--- config.mk ---
export PLATFORM = sky130hd
export DESIGN_NAME = fetch_sequencer
export DESIGN_NICKNAME = d
export VERILOG_FILES = /design/src/rtl/fetch_pkg.sv /design/src/rtl/fetch_predecode.sv /design/src/rtl/fetch_sequencer.sv
export SDC_FILE = /design/constraint.sdc
export NUM_CORES = 1
export LEC_CHECK = 0
export CAP_MARGIN = 20
export CELL_PAD_IN_SITES_DETAIL_PLACEMENT = 0
export CELL_PAD_IN_SITES_GLOBAL_PLACEMENT = 2
export CORE_MARGIN = 8
export CORE_UTILIZATION = 23
export DETAILED_ROUTE_END_ITERATION = 10
export PLACE_DENSITY_LB_ADDON = 0.2
export SYNTH_ARGS = -nofsm -noshare
export SYNTH_HDL_FRONTEND = slang
export SYNTH_HIERARCHICAL = 1
export SYNTH_SLANG_ARGS = --single-unit
--- constraint.sdc ---
create_clock -name i_clk -period 1.7 [get_ports i_clk]
set_input_delay 0.255 -clock i_clk [delete_from_list [all_inputs] [get_ports i_clk]]
set_output_delay 0.255 -clock i_clk [all_outputs]
set_load 0.02 [all_outputs]
--- src/rtl/fetch_pkg.sv ---
// Shared types and constants for the instruction-fetch slice.
package fetch_pkg;

  localparam int ADDR_W = 10;
  localparam int WORD_W = 10;

  // Opcode field [9:6] of an unconditional jump.
  localparam logic [3:0] OP_JUMP = 4'b1000;

  // Default word that stops fetching once it has been delivered.
  localparam logic [WORD_W-1:0] HALT_WORD_DEF = 10'b0010000010;

  typedef enum logic [1:0] {
    IDLE = 2'd0,
    RUN  = 2'd1,
    HALT = 2'd2
  } state_t;

endpackage

--- src/rtl/fetch_predecode.sv ---
// Combinational predecode of a raw ROM word: halt detection and the
// unconditional-jump opcode with its zero-extended 6-bit target.
module fetch_predecode
  import fetch_pkg::*;
#(
  parameter logic [WORD_W-1:0] HALT_WORD = HALT_WORD_DEF
) (
  input  logic [WORD_W-1:0] i_word,
  output logic              o_is_halt,
  output logic              o_is_jump,
  output logic [ADDR_W-1:0] o_jump_target
);

  assign o_is_halt     = (i_word == HALT_WORD);
  assign o_is_jump     = (i_word[9:6] == OP_JUMP);
  assign o_jump_target = {4'b0000, i_word[5:0]};

endmodule

--- src/rtl/fetch_sequencer.sv ---
// Instruction-fetch controller: owns the PC, reads the combinational ROM,
// and keeps a one-entry valid/ready buffer towards decode. Redirects from
// execute take priority over fetch; fetching stops once the halt word is
// loaded, and the HALT state is entered when that word is accepted.
// Optional feature macro: FETCH_JUMP_PREDECODE_EN -- when defined, jump
// words are consumed by fetch (one bubble) instead of being delivered.
module fetch_sequencer
  import fetch_pkg::*;
#(
  parameter logic [ADDR_W-1:0] RESET_PC  = 10'd0,
  parameter logic [WORD_W-1:0] HALT_WORD = HALT_WORD_DEF
) (
  input  logic              i_clk,
  input  logic              i_rst,
  input  logic              i_start,
  output logic [ADDR_W-1:0] o_rom_addr,
  input  logic [WORD_W-1:0] i_rom_data,
  output logic [WORD_W-1:0] o_instr,
  output logic [ADDR_W-1:0] o_instr_pc,
  output logic              o_instr_valid,
  input  logic              i_instr_ready,
  input  logic              i_redirect_valid,
  input  logic [ADDR_W-1:0] i_redirect_pc,
  output logic              o_halted
);

  state_t            r_state, w_state_nxt;
  logic [ADDR_W-1:0] r_pc, w_pc_nxt;
  logic [WORD_W-1:0] r_instr, w_instr_nxt;
  logic [ADDR_W-1:0] r_instr_pc, w_instr_pc_nxt;
  logic              r_valid, w_valid_nxt;
  logic              r_halt_buf, w_halt_buf_nxt;

  logic              w_is_halt;
  logic              w_is_jump;
  logic [ADDR_W-1:0] w_jump_target;
  logic              w_accept;
  logic              w_can_load;

  fetch_predecode #(.HALT_WORD(HALT_WORD)) u_predecode (
    .i_word        (i_rom_data),
    .o_is_halt     (w_is_halt),
    .o_is_jump     (w_is_jump),
    .o_jump_target (w_jump_target)
  );

`ifndef FETCH_JUMP_PREDECODE_EN
  logic w_unused_jump;
  assign w_unused_jump = ^{w_is_jump, w_jump_target};
`endif

  // r_halt_buf marks that the buffer holds the halt word, which blocks loads.
  assign w_accept   = r_valid & i_instr_ready;
  assign w_can_load = ~r_halt_buf & (~r_valid | i_instr_ready);

  // Next-state and datapath: halt acceptance, then redirect, then load.
  always_comb begin
    w_state_nxt    = r_state;
    w_pc_nxt       = r_pc;
    w_instr_nxt    = r_instr;
    w_instr_pc_nxt = r_instr_pc;
    w_valid_nxt    = r_valid;
    w_halt_buf_nxt = r_halt_buf;
    case (r_state)
      IDLE: begin
        if (i_start) w_state_nxt = RUN;
      end
      RUN: begin
        if (w_accept && r_halt_buf) begin
          w_state_nxt    = HALT;
          w_valid_nxt    = 1'b0;
          w_halt_buf_nxt = 1'b0;
        end else if (i_redirect_valid) begin
          w_pc_nxt       = i_redirect_pc;
          w_valid_nxt    = 1'b0;
          w_halt_buf_nxt = 1'b0;
        end else if (w_can_load) begin
`ifdef FETCH_JUMP_PREDECODE_EN
          if (w_is_jump) begin
            w_pc_nxt       = w_jump_target;
            w_valid_nxt    = 1'b0;
            w_halt_buf_nxt = 1'b0;
          end else
`endif
          begin
            w_instr_nxt    = i_rom_data;
            w_instr_pc_nxt = r_pc;
            w_valid_nxt    = 1'b1;
            w_halt_buf_nxt = w_is_halt;
            w_pc_nxt       = r_pc + 10'd1;
          end
        end
      end
      HALT: begin
        w_state_nxt = HALT;
      end
      default: begin
        w_state_nxt = IDLE;
      end
    endcase
  end

  // State and datapath registers with synchronous reset.
  always_ff @(posedge i_clk) begin
    if (i_rst) begin
      r_state    <= IDLE;
      r_pc       <= RESET_PC;
      r_instr    <= '0;
      r_instr_pc <= '0;
      r_valid    <= 1'b0;
      r_halt_buf <= 1'b0;
    end else begin
      r_state    <= w_state_nxt;
      r_pc       <= w_pc_nxt;
      r_instr    <= w_instr_nxt;
      r_instr_pc <= w_instr_pc_nxt;
      r_valid    <= w_valid_nxt;
      r_halt_buf <= w_halt_buf_nxt;
    end
  end

  assign o_rom_addr    = r_pc;
  assign o_instr       = r_instr;
  assign o_instr_pc    = r_instr_pc;
  assign o_instr_valid = r_valid;
  assign o_halted      = (r_state == HALT);

endmodule

==> results.md, run 1 <==
- Iteration-0 DRC Markers: 72
- CP cell instances: buf_4 -> clkdlybuf4s50_1
- Req. time, crit path: 1440 ps
- Final Routed Wirelength: 5.05 mm
- Synth-to-layout area growth: 56.3%
- Detail Placement HPWL: 3.77 mm
- CTS tree: done
- Die Area: roughly 0.01 mm^2
- RSZ-0062 raised after global routing: no
- Synthesized area per cell: a little under 8 um^2
- Root Driver: clkbuf_8
- Layout Cells excl Fill: between 300 and 400
- CP max FO: 7
- Levels on crit path: 2
- Via count: around 1600
- Top-Level Pins: 57
- Ys Warns: 6
- Status: finished, final reports clean
- Clk_lat worst skew: approximately 290 ps
- FF-to-FF End: o_rom_addr[8]
- Row Count: 30
- CP Data Arrival Time: 1380 ps
- Remaining global-route overflow: 0
- Detail Route Antenna Nets: 0
- Slowest stage delay, CP: 610 ps
- Clock tree sinks: 34
- Placed Cells: 366
- Initial antenna violation count: 0
- Sw Ratio: 32.0%
- CP Class: flop to output pin
- Cells after Synth: 205
- Clock slew at reported path FFs: around 70 ps
- First-pass GRT wire length: ~8.6 mm
- Wire per inst: roughly 13 um
- Total power: roughly 2.3 mW
- Final-report hold violation count: 0
- Chip width: around 100 um
- Minimum clock period: 1630 ps
- CP Capture Type: output pin
- Max VDD drop: 0.000335 V
- FF-to-FF path depth: 5
- Fillers: between 700 and 800
- CTS Hold Bufs: 0
- Setup-failing EPs final: 0
- Die Span Y: 99.9 um
- Port Buf Inserts: 56
- # DRC: 0
- Min-Delay Path Class: flop to flop
- Antenna diodes: 0
- End point of the critical path: o_rom_addr[1]
- Relative slew slack: 79.2%
- Vias per cell: 4.38
- Total GRT Usage: 10.6%
- Post-place setup slack: -37.4 ps
- CP bufs+invs: 2
- CORE AREA: 0.00679 mm^2
- Sequential Power Share: between 40% and 50%
- Crit path launch: o_rom_addr[1]
- CP Launch Type: flop
- Post-Syn Nets: ~230
- FF-to-FF Start: o_rom_addr[0]
- DRT Pass-1 Iters: 4
- H-tree levels: 2
- P_leak: ~0.94 nW
- Skew final: 5.79 ps
- Max Fclk: 0.612 GHz
- Slowest cell on the critical path: clkdlybuf4s50_1
- CTS Buf Count: 5
- Synthesized cell area: 0.00162 mm^2
- Initial core utilization: 23.8%
- Max_cap viols: 0
- Combinational Power Share: about a third
- Cell family with most CP delay: buffers and inverters
- Final GP Congestion: 0.725
- Worst-Margin Slew: 311 ps
- Clk buf depth: 2
- Slew Viols, Final: 0
- # nets final: ~310
- R2r setup slk: 180 ps
- Share of cells above drive strength 1: 12.9%
- Vias in the first global route: between 1500 and 2000
- Final worst slack: 66.8 ps
- Pwr Density: between 900 and 1000 mW/mm^2
- Sw power: 733 uW
- Largest net degree at the start of global routing: 21
- Internal power: 1.56 mW
- Clock share of power: 27.4%
- Final period util: 96.1%
## state kept, by name (all words and copies together), names as in the netlist
| register | cells |
|---|---|
| o_instr_valid | 1 |
| r_state | 2 |
| r_halt_buf | 1 |
| o_instr_pc | 10 |
| o_instr | 10 |
| o_rom_addr | 10 |
## what timing repair did
action | in CTS | in global routing
endpoints found under the setup margin | 2 | 3
setup buffers | 0 | 0
resized for setup | 2 | 3
pin swaps | 0 | 0
endpoints found under the hold margin | 0 | 0
## worst register-to-register path, delay by kind of cell, from the launching register on
kind	cells	cell delay, ps
flip-flops	1	330
adder cells (fa/ha/maj)	1	220
AO/OA/AOI/OAI	2	160
AND/OR/NAND/NOR	2	700
## layout make-up
| type | count | area (um^2) | share of cell area [%] |
|---|---|---|---|
| multi-input cells | 153 | 847 | 33.4 |
| repair buffers | 79 | 777 | 30.7 |
| flip-flops and latches | 34 | 682 | 26.9 |
| well taps | 96 | 120 | 4.74 |
| clock buffers | 7 | 86.3 | 3.41 |
| inverters | 4 | 15.0 | 0.593 |
| clock inverters | 1 | 5.00 | 0.198 |
## power groups by stage
stage	registers [mW]	logic (mW)	clock network, mW
global route	0.933	0.822	0.691
finish	0.920	0.744	0.628
CTS	0.921	0.761	0.655
global placement	0.941	0.759	0
floorplan	1.01	0.314	0
detailed placement	0.940	0.762	0
## how the worst min path moves through the flow
| stage | startpoint | end | slack [ps] | cells after the start |
|---|---|---|---|---|
| global route | o_instr[2] | o_instr[2] | 470 | 2 |
| CTS | o_instr[1] | o_instr[1] | 460 | 2 |
| finish | o_instr[8] | o_instr[8] | 450 | 2 |
| global placement | o_instr[7] | o_instr[7] | 440 | 2 |
| detailed placement | o_instr[1] | o_instr[1] | 450 | 2 |
| floorplan | i_rom_data[0] | o_instr[0] | 390 | 2 |
## per-stage QoR
| step | setup TNS (ps) | utilization [%] | instance area [um^2] | hold slack [ps] |
|---|---|---|---|---|
| after global routing | 0 | 37.3 | 2530 | 475 |
| final | 0 | 37.3 | 2530 | 452 |
| after detailed placement | -102 | 35.8 | 2430 | 446 |
| after floorplan | 0 | - | 1620 | 391 |
| after global placement | -27.9 | 35.8 | 2430 | 443 |
| after CTS | 0 | 37.2 | 2520 | 456 |
## layer usage
layer  part of all wire [%]  up-vias  global-route usage (%)  routed length (um)
met4                    1.0        0                    3.14                  51
met3                    4.7        5                    3.25                 236
met1                     46      750                    12.7                2310
met5                      0        -                       0                   0
met2                     49       27                    17.8                2450
li1                       -      857                       -                   -
## cells in the final DEF, fill, tap and decap left out, drive strengths merged, types with 2 or more instances in the layout
master / count
o21ai: 13
nor3: 2
inv: 4
dlymetal6s2s: 3
a31oi: 3
mux2i: 2
and4: 2
nand2: 51
buf: 23
or3: 2
nand3: 6
nand4: 3
o31ai: 2
nor2: 5
clkbuf: 7
a211oi: 4
ha: 4
clkdlybuf4s50: 52
a21o: 2
dfxtp: 34
nand2b: 4
a21oi: 36
Power figures use the tool's default switching activity.
==> run 2: changes to the inputs <==
--- a/config.mk
+++ b/config.mk
@@ -10,6 +10,7 @@
 export CELL_PAD_IN_SITES_GLOBAL_PLACEMENT = 2
 export CORE_MARGIN = 8
 export CORE_UTILIZATION = 23
+export CTS_BUF_LIST = sky130_fd_sc_hd__clkbuf_4
 export DETAILED_ROUTE_END_ITERATION = 10
 export PLACE_DENSITY_LB_ADDON = 0.2
 export SYNTH_ARGS = -nofsm -noshare
==> run 2 against run 1 <==
  * Sequential share of layout area rose by 0.43 points
  * Cell area shrank 1.6%
  * Utilization shrank 0.59 points
  * Die area unchanged
  * Via count is essentially flat
  * Flip-flop and latch count did not move
==> results.md, run 2 (same netlist as run 1, synthesis figures left out) <==
- Worst-Margin Slew: 308 ps (-3.01 ps)
- Slowest cell on the critical path: clkdlybuf4s50_1
- Relative slew slack: 79.4% (+0.20 points)
- RSZ-0062 raised after global routing: no
- Setup-failing EPs final: 0 (unchanged)
- Detail Route Antenna Nets: 0 (unchanged)
- Post-place setup slack: -37.4 ps (unchanged)
- Fillers: 762 (+0.26%)
- Via count: 1638 (-0.061%)
- Initial antenna violation count: 0 (unchanged)
- Minimum clock period: 1630 ps (-5.57 ps)
- P_leak: 0.958 nW (+2.3%)
- CTS Buf Count: 5 (unchanged)
- Min-Delay Path Class: flop to flop
- CP Class: flop to output pin
- Max Fclk: 0.614 GHz (+0.34%)
- # DRC: 0 (unchanged)
- Cell area after layout: 0.00249 mm^2 (-1.6%)
- Pwr Density: 844 mW/mm^2 (-6.7%)
- CTS tree: done
- Chip width: 99.9 um (unchanged)
- Req. time, crit path: 1440 ps (about the same)
- Cell family with most CP delay: buffers and inverters
- Slowest stage delay, CP: 630 ps (+20 ps)
- Most frequent cells in the layout: nand2_1 (51), clkdlybuf4s50_1 (47), a21oi_1 (36)
- Initial core utilization: 23.8% (unchanged)
- CORE AREA: 0.00679 mm^2 (unchanged)
- H-tree levels: 2 (unchanged)
- Layout Cells excl Fill: 374 (unchanged)
- CP cell instances: clkdlybuf4s50_1
- Die Span Y: 99.9 um (unchanged)
- Max VDD drop: 0.000305 V (-8.9%)
- Total power: 2.10 mW (-8.2%)
- Final-report hold violation count: 0 (unchanged)
- Clk_lat worst skew: 330 ps (+40 ps)
- Final Routed Wirelength: 5.03 mm (-0.40%)
- FF-to-FF Start: o_rom_addr[0]
- Die Area: 0.00999 mm^2 (unchanged)
- Final GP Congestion: 0.725 (unchanged)
- Total GRT Usage: 10.7% (+0.058 points)
- Wire per inst: 13.4 um (-0.40%)
- FF/Latch Area: 682 um^2 (unchanged)
- Worst Hold Launch: o_instr[8]
- Antenna diodes: 0 (unchanged)
- CP max FO: 5 (-2)
- Skew final: 5.91 ps (+0.114 ps)
- DRT Pass-1 Iters: 4 (unchanged)
- Final setup TNS: 0 ps (unchanged)
- Vias in the first global route: 1700 (-0.059%)
- Largest net degree at the start of global routing: 21 (unchanged)
- # nets final: 306 (unchanged)
- Row Count: 30 (unchanged)
- CP Launch Type: flop
- Detail Placement HPWL: 3.77 mm (unchanged)
- Status: finished, final reports clean
- Max_cap viols: 0 (unchanged)
- Hold depth: 2 (unchanged)
- Port Buf Inserts: 56 (unchanged)
- Final worst slack: 72.4 ps (+5.57 ps)
- Clock tree sinks: 34 (unchanged)
- Vias per cell: 4.38 (about the same)
- Most common cell after layout, fill and taps aside: nand2_1
- Levels on crit path: 1 (-1)
- CP bufs+invs: 1 (-1)
- Remaining global-route overflow: 0 (unchanged)
- Clock slew at reported path FFs: 110 ps (+40 ps)
- CP Data Arrival Time: 1370 ps (about the same)
- Clk buf depth: 2 (unchanged)
- Root Driver: clkbuf_4
- First-pass GRT wire length: 8.60 mm (+0.41%)
- Top-Level Pins: 57 (unchanged)
- CP Capture Type: output pin
- Placed Cells: 366 (unchanged)
- Iteration-0 DRC Markers: 44 (-39%)
- Crit path launch: o_rom_addr[3]
- Final period util: 95.7% (-0.33 points)
- Share of cells above drive strength 1: 12.9% (unchanged)
- Multi-input gate area: 847 um^2 (unchanged)
- CTS Hold Bufs: 0 (unchanged)
- Post-DP Area: 0.00243 mm^2 (unchanged)
- Synth-to-layout area growth: 53.8%
- Slew Viols, Final: 0 (unchanged)
- FF-to-FF path depth: 5 (unchanged)
## run 2: changes by cell type in the layout (fill, tap and decap cells not counted), sizes merged
| cell | change |
|---|---|
| clkdlybuf4s50 | -5 |
| dlymetal6s2s | +1 |
| dlygate4sd2 | +4 |
| clkinv | +1 |
| clkbuf | -1 |
## run 2: worst paths after layout
kind	end	slack [ps]
worst max-delay path	o_rom_addr[3]	70
worst min-delay path	o_instr[8]	460
worst min register to register	o_instr[8]	460
worst max register to register	o_rom_addr[8]	190
## run 2: area by class of cell
type	instances	area share, %
timing repair buffer	79	31.1
tap	96	4.82
multi-input combinational	153	34.0
inverter	4	0.602
clock buffer	6	1.81
clock inverter	2	0.351
sequential	34	27.4
## run 2: routing by layer
layer  wire length, um  share of wire, %  track usage (%)  vias to the layer above
met1              2310                46             12.8                      746
met5                 0                 0                0                        -
met3               229               4.6             3.25                        5
met2              2420                48             17.8                       29
li1                  -                 -                -                      858
met4                62               1.2             3.49                        0
## run 2: timing repair
item | CTS | global route
endpoints found under the setup margin | 6 | 4
setup buffers | 0 | 0
gates cloned | 0 | 0
gates resized for setup | 6 | 4
## run 2: through the flow
step	util [%]	hold slack, ps
2_1_floorplan	-	391
3_3_place_gp	35.8	443
3_5_place_dp	35.8	446
4_1_cts	36.5	462
5_1_grt	36.7	475
6_report	36.7	458
## run 2: where the power goes
part / switching, mW / internal (mW) / total, mW
Sequential: 0.0540 / 0.865 / 0.919
Combinational: 0.378 / 0.355 / 0.733
Clock: 0.281 / 0.172 / 0.452
Total: 0.713 / 1.39 / 2.10
